===== src/rtl/bram_rd_streamer_if.sv =====
// Ready/valid word stream leaving the BRAM read streamer.
interface bram_rd_streamer_if #(
  parameter int unsigned DATA_WIDTH = 64
) ();
  logic [DATA_WIDTH-1:0] m_data;
  logic                  m_valid;
  logic                  m_ready;

  modport master (output m_data, output m_valid, input m_ready);
  modport slave  (input m_data, input m_valid, output m_ready);
endinterface


===== src/rtl/bram_rd_streamer.sv =====
// Streams a burst of consecutive BRAM words onto a ready/valid interface.
// Optional stall counter output enabled by defining BRAM_RD_STREAMER_STATS_EN.
module bram_rd_streamer #(
  parameter int unsigned DATA_WIDTH   = 64,
  parameter int unsigned ADDR_WIDTH   = 9,
  parameter int unsigned READ_LATENCY = 2
) (
  input  logic                  clkb,
  input  logic                  rstb,
  input  logic                  start,
  input  logic [ADDR_WIDTH-1:0] base_addr,
  input  logic [ADDR_WIDTH:0]   len,
  output logic                  busy,
  output logic                  done,
  output logic [ADDR_WIDTH-1:0] ram_addrb,
  output logic                  ram_enb,
  output logic                  ram_regceb,
  input  logic [DATA_WIDTH-1:0] ram_doutb,
  bram_rd_streamer_if.master    m_axis
`ifdef BRAM_RD_STREAMER_STATS_EN
  ,
  output logic [31:0]           stall_cnt
`endif
);

  localparam int unsigned Depth = READ_LATENCY + 2;
  localparam int unsigned PtrW  = $clog2(Depth);
  localparam int unsigned CntW  = PtrW + 1;
  localparam int unsigned OccW  = CntW + 1;

  typedef enum logic [1:0] {StIdle, StRun, StDrain} state_e;

  state_e                r_state;
  logic [ADDR_WIDTH-1:0] r_addr;
  logic [ADDR_WIDTH-1:0] r_ram_addrb;
  logic [ADDR_WIDTH:0]   r_issue_left;
  logic [ADDR_WIDTH:0]   r_xfer_left;
  logic                  r_enb;
  logic                  r_done;
  logic [READ_LATENCY-1:0] r_vld;

  logic [DATA_WIDTH-1:0] r_mem [Depth];
  logic [PtrW-1:0]       r_wptr;
  logic [PtrW-1:0]       r_rptr;
  logic [CntW-1:0]       r_cnt;

  logic                  w_push;
  logic                  w_pop;
  logic                  w_issue;
  logic [OccW-1:0]       w_occ;

  function automatic logic [PtrW-1:0] ptr_inc(input logic [PtrW-1:0] p);
    return (p == PtrW'(Depth - 1)) ? '0 : p + PtrW'(1);
  endfunction

  assign w_push = r_vld[READ_LATENCY-1];
  assign w_pop  = m_axis.m_valid && m_axis.m_ready;

  // Every issued read already owns a FIFO slot, so a returning word always fits.
  always_comb begin
    w_occ = OccW'(r_cnt) + OccW'(r_enb);
    for (int i = 0; i < READ_LATENCY; i++) begin
      w_occ = w_occ + OccW'(r_vld[i]);
    end
    w_occ = w_occ - OccW'(w_pop);
  end

  assign w_issue = (r_state == StRun) && (r_issue_left != '0) && (w_occ < OccW'(Depth));

  always_ff @(posedge clkb) begin
    if (rstb) begin
      r_state      <= StIdle;
      r_addr       <= '0;
      r_ram_addrb  <= '0;
      r_issue_left <= '0;
      r_xfer_left  <= '0;
      r_enb        <= 1'b0;
      r_done       <= 1'b0;
    end else begin
      r_done <= 1'b0;
      r_enb  <= w_issue;
      if (w_issue) begin
        r_ram_addrb  <= r_addr;
        r_addr       <= r_addr + ADDR_WIDTH'(1);
        r_issue_left <= r_issue_left - (ADDR_WIDTH + 1)'(1);
      end
      if (w_pop && (r_xfer_left != '0)) begin
        r_xfer_left <= r_xfer_left - (ADDR_WIDTH + 1)'(1);
      end
      case (r_state)
        StIdle: begin
          if (start) begin
            if (len == '0) begin
              r_done <= 1'b1;
            end else begin
              r_state      <= StRun;
              r_addr       <= base_addr;
              r_issue_left <= len;
              r_xfer_left  <= len;
            end
          end
        end
        StRun: begin
          if (w_issue && (r_issue_left == (ADDR_WIDTH + 1)'(1))) r_state <= StDrain;
        end
        StDrain: begin
          if (w_pop && (r_xfer_left == (ADDR_WIDTH + 1)'(1))) begin
            r_state <= StIdle;
            r_done  <= 1'b1;
          end
        end
        default: r_state <= StIdle;
      endcase
    end
  end

  always_ff @(posedge clkb) begin
    if (rstb) begin
      r_vld <= '0;
    end else begin
      r_vld[0] <= r_enb;
      for (int i = 1; i < READ_LATENCY; i++) begin
        r_vld[i] <= r_vld[i-1];
      end
    end
  end

  always_ff @(posedge clkb) begin
    if (rstb) begin
      r_wptr <= '0;
      r_rptr <= '0;
      r_cnt  <= '0;
      for (int i = 0; i < Depth; i++) begin
        r_mem[i] <= '0;
      end
    end else begin
      if (w_push) begin
        r_mem[r_wptr] <= ram_doutb;
        r_wptr        <= ptr_inc(r_wptr);
      end
      if (w_pop) begin
        r_rptr <= ptr_inc(r_rptr);
      end
      case ({w_push, w_pop})
        2'b10:   r_cnt <= r_cnt + CntW'(1);
        2'b01:   r_cnt <= r_cnt - CntW'(1);
        default: ;
      endcase
    end
  end

  assign busy           = (r_state != StIdle);
  assign done           = r_done;
  assign ram_addrb      = r_ram_addrb;
  assign ram_enb        = r_enb;
  assign ram_regceb     = (READ_LATENCY == 2) ? r_vld[0] : 1'b0;
  assign m_axis.m_valid = (r_cnt != '0);
  assign m_axis.m_data  = r_mem[r_rptr];

`ifdef BRAM_RD_STREAMER_STATS_EN
  logic [31:0] r_stall_cnt;

  always_ff @(posedge clkb) begin
    if (rstb) begin
      r_stall_cnt <= '0;
    end else if ((r_state == StIdle) && start) begin
      r_stall_cnt <= '0;
    end else if (m_axis.m_valid && !m_axis.m_ready && (r_stall_cnt != '1)) begin
      r_stall_cnt <= r_stall_cnt + 32'd1;
    end
  end

  assign stall_cnt = r_stall_cnt;
`endif

endmodule


===== src/flat_wrapper.sv =====
// flat-port wrapper written by rule: the top's interface ports become plain ports
module bram_rd_streamer_flat 
#(
  parameter int unsigned DATA_WIDTH   = 64,
  parameter int unsigned ADDR_WIDTH   = 9,
  parameter int unsigned READ_LATENCY = 2
)
  (clkb, rstb, start, base_addr, len, busy, done, ram_addrb, ram_enb, ram_regceb, ram_doutb, m_axis_m_data, m_axis_m_valid, m_axis_m_ready);
  bram_rd_streamer_if #(.DATA_WIDTH(DATA_WIDTH)) m_axis_i ();
  input  logic clkb;
  input  logic rstb;
  input  logic start;
  input  logic [ADDR_WIDTH-1:0] base_addr;
  input  logic [ADDR_WIDTH:0] len;
  output logic busy;
  output logic done;
  output logic [ADDR_WIDTH-1:0] ram_addrb;
  output logic ram_enb;
  output logic ram_regceb;
  input  logic [DATA_WIDTH-1:0] ram_doutb;
  output wire logic [$bits(m_axis_i.m_data)-1:0] m_axis_m_data;
  output wire logic [$bits(m_axis_i.m_valid)-1:0] m_axis_m_valid;
  input wire logic [$bits(m_axis_i.m_ready)-1:0] m_axis_m_ready;
  assign m_axis_m_data = m_axis_i.m_data;
  assign m_axis_m_valid = m_axis_i.m_valid;
  assign m_axis_i.m_ready = m_axis_m_ready;
  bram_rd_streamer #(.DATA_WIDTH(DATA_WIDTH), .ADDR_WIDTH(ADDR_WIDTH), .READ_LATENCY(READ_LATENCY)) u_core (.clkb(clkb), .rstb(rstb), .start(start), .base_addr(base_addr), .len(len), .busy(busy), .done(done), .ram_addrb(ram_addrb), .ram_enb(ram_enb), .ram_regceb(ram_regceb), .ram_doutb(ram_doutb), .m_axis(m_axis_i));
endmodule

===== config.mk =====
export PLATFORM = sky130hd
export DESIGN_NAME = bram_rd_streamer_flat
export DESIGN_NICKNAME = d
export VERILOG_FILES = /design/src/rtl/bram_rd_streamer_if.sv /design/src/rtl/bram_rd_streamer.sv /design/src/flat_wrapper.sv
export SDC_FILE = /design/constraint.sdc
export NUM_CORES = 1
export LEC_CHECK = 0
export ABC_AREA = 0
export CAP_MARGIN = 20
export CORE_MARGIN = 2
export CORE_UTILIZATION = 63
export CTS_CLUSTER_DIAMETER = 80
export CTS_CLUSTER_SIZE = 28
export DETAILED_ROUTE_END_ITERATION = 8
export DONT_BUFFER_PORTS = 1
export PLACE_DENSITY_LB_ADDON = 0.25
export SLEW_MARGIN = 40
export SYNTH_ARGS = -nofsm -noshare
export SYNTH_HDL_FRONTEND = slang
export SYNTH_SLANG_ARGS = --single-unit

===== constraint.sdc =====
create_clock -name clkb -period 4.5 [get_ports clkb]
set_input_delay 0.9 -clock clkb [delete_from_list [all_inputs] [get_ports clkb]]
set_output_delay 0.9 -clock clkb [all_outputs]
set_load 0.02 [all_outputs]

==> impl_metrics.csv <==
group,metric,value,unit
outcome,status,"finished, final reports clean",
clock_network,clk_path_buf_depth,3,
timing,rsz0062_at_grt,"no",
route,top_layer_used,"met4",
yosys,ys_top_cells_by_count,"and2_1 (259), edfxtp_1 (256), mux4_2 (64)",
route,met2_length,14100,um
global_routing,grt.overflow.total,0,
global_routing,antenna_found_initial,0,
clock_network,clk-insertion-delay-late,490,ps
global_routing,grt_util_all_layers,0.2415,
place,io_buffers,0,
route,via_per_inst,6.149,
setup_path,path_max_fanout,9,
clock_network,cts_hold_buffers,0,
yosys,synthDistinctLibCells,45,
cells_and_area,layout.cells.non_filler,1192,
timing,tightest_slew,834.1,ps
global_routing,grt_start_max_net_pins,65,
clock_network,htreeDepth,1,
setup_path,cpPeakStageDelay,550,ps
floorplan,io-pin-count,165,
worst_hold_path,hold_class,"reg -> reg",
cells_and_area,post-route-util,0.6849,
setup_path,worstPathArrival,4190,ps
yosys,synthTopCellsByArea,"edfxtp_1 (56%), and2_1 (12%), mux4_2 (11%)",
route,postRouteAntennaNets,0,
yosys,syn_inst,930,
setup_path,crit_path_start_kind,"register",
yosys,async_flop_share,0,
timing,skew,14.35,ps
cells_and_area,n_antenna_cell,0,
clock_network,root_buffer,"clkbuf_16",
clock_network,cts_tree,"yes",
setup_path,endpoint_kind,"register",
pwr,p_leak,5.130,nW
route,avgRoutedWirePerCell,22.63,um
cells_and_area,fill_cells,1406,
place,placed_cells,1167,
clock_network,cts_resized,0,
run,maxCapViolations,0,
clock_network,clkTransAtPathRegs,100,ps
route,first_iter_violations,444,
yosys,ys.flop_type,"edfxtp_1",
yosys,yosys.area.top_type_share,0.5641,
route,dr.pass1.iters,4,
cells_and_area,drive_gt1_frac,0.1254,
timing,fin_tns_setup,0,ps
place,place_congestion,0.8112,
global_routing,first_global_vias,7753,
cells_and_area,fin_area,14490,um2
yosys,yosysTopAreaCell,"edfxtp_1",
clock_network,post_cts_buffers,0,
yosys,synth_most_common_cell,"and2_1",
setup_path,worstPathCellList,"o31ai_1 -> inv_1 -> ha_1 -> fa_1 -> inv_1 -> ha_1 -> and3b_1 -> nor4_4 -> buf_4 -> o21ai_1 -> or4_1 -> a311oi_1",
place,placed_area,14040,um2
clock_network,cts_buffers,15,
cells_and_area,nNetsFinal,1011,
route,met1_length,10210,um
yosys,synth_fp_nets,1032,
clock_network,cts_sinks,309,
pwr,ir_drop,0.3292,mV
yosys,synth_area,13630,um2
setup_path,crit_type,"reg -> reg",
cells_and_area,area_growth_syn_to_layout,6.317,%
route,wl,26970,um
place,hpwl,17100,um
timing,period_needed,3803,ps
floorplan,start_util,0.6442,
timing,max_slew_margin,0.4426,
route,detail_route.drc_violations,0,
yosys,syn_avg_cell_area,14.65,um2
floorplan,die_w,151.1,um
timing,final_hold_viol_count,0,
timing,setup_violations,0,
route,num_vias,7330,
yosys,synth_edf_count,256,
yosys,yosysWarningCount,0,
floorplan,dieArea,22820,um2
floorplan,coreArea,21150,um2
timing,min_period_over_period,0.8452,
setup_path,required,4880,ps
yosys,synth_seq_cells,309,
timing,slew_violations,0,
timing,fmax,262.9,MHz
route,wl_met3,2193,um
setup_path,critPathSlowestCell,"or4_1",
floorplan,rows,53,
pwr,p_per_area,366.7,nW/um2
floorplan,dieHeight,151.1,um
global_routing,grt_pass1_wl,42040,um
yosys,ys_seq_area_frac,0.6420,
[cell type report]
type | count | area (um2) | area share
multi-input combinational | 548 | 4646 | 0.3207
tap | 275 | 344.1 | 0.02375
sequential | 309 | 8756 | 0.6044
inverter | 19 | 71.32 | 0.004923
clock buffer | 23 | 415.4 | 0.02867
clock inverter | 2 | 27.53 | 0.001900
timing repair buffer | 16 | 227.7 | 0.01572
[power breakdown]
group / total [mW] / internal [mW] / leakage [nW] / switching (mW)
registers: 3.30 / 3.21 / 3.08 / 0.0885
logic: 0.493 / 0.195 / 1.84 / 0.298
clock network: 1.52 / 0.663 / 0.214 / 0.856
[through the flow]
step / setup WS [ps] / power, mW / hold WS, ps
4_1_cts: 722.9 / 5.339 / 452.7
2_1_floorplan: 864.8 / 3.733 / 448.3
6_report: 696.6 / 5.312 / 472.6
3_3_place_gp: 734.3 / 3.829 / 454.4
3_5_place_dp: 590.4 / 3.864 / 461.0
5_1_grt: 327.6 / 5.495 / 450.7
[routing by layer]
| layer | track usage | up-vias |
|---|---|---|
| met5 | 0 | - |
| met4 | 0.05888 | 0 |
| met3 | 0.05723 | 38 |
| met2 | 0.4327 | 233 |
| met1 | 0.2980 | 3688 |
| li1 | - | 3371 |
[path summary, 6_finish.rpt]
path                          from          endpoint  slack (ps)  depth (start not counted)
setup / recovery   u_core.r_cnt[0]  u_core.r_addr[5]         700                         12
setup reg to reg   u_core.r_cnt[0]  u_core.r_addr[5]         700                         12
hold / removal    u_core.r_rptr[1]          register         470                          2
hold reg to reg   u_core.r_rptr[1]          register         470                          2
[cells in the final DEF (no fill, tap or decap), drive strengths merged, types with 4 or more instances in the layout]
master and instances:
and2 259, edfxtp 256, mux4 64, dfxtp 53, nor2 40, clkbuf 23
inv 21, buf 16, o21ai 15, mux2i 14, a21oi 13, ha 13
nand2 11, xor2 10, a31oi 9, or3 8, nor4 8, o21bai 7
or4 7, nor3 7, o31ai 6, a211oi 6, a311oi 6, xnor2 5
nand4 5, or2 5, o2111ai 4, nor2b 4
[critical path, delay by kind of cell, from the launching register on]
kind | cells | cell delay [ps]
adder cells (fa/ha/maj) | 3 | 930
buffers and inverters | 3 | 450
AO/OA/AOI/OAI | 3 | 990
AND/OR/NAND/NOR | 3 | 960
flip-flops | 1 | 370
[state kept, by name, summed over array words and instances (netlist names), 3 cells and up, named ones only]
register	count
u_core.r_issue_left	10
u_core.ram_addrb	9
u_core.r_addr	9
u_core.r_cnt	3
u_core.r_mem	256
u_core.r_xfer_left	10
[logic make-up after synthesis]
kind of cell    Yosys count  synth area share
compound gates           75           0.03700
xor+xnor                 15          0.009641
fa+ha+maj                15           0.01488
buf+inv                  73           0.02057
flops                   309            0.6420
mux                      79            0.1169
simple gates            364            0.1590
(Power assumes the default switching activity.)
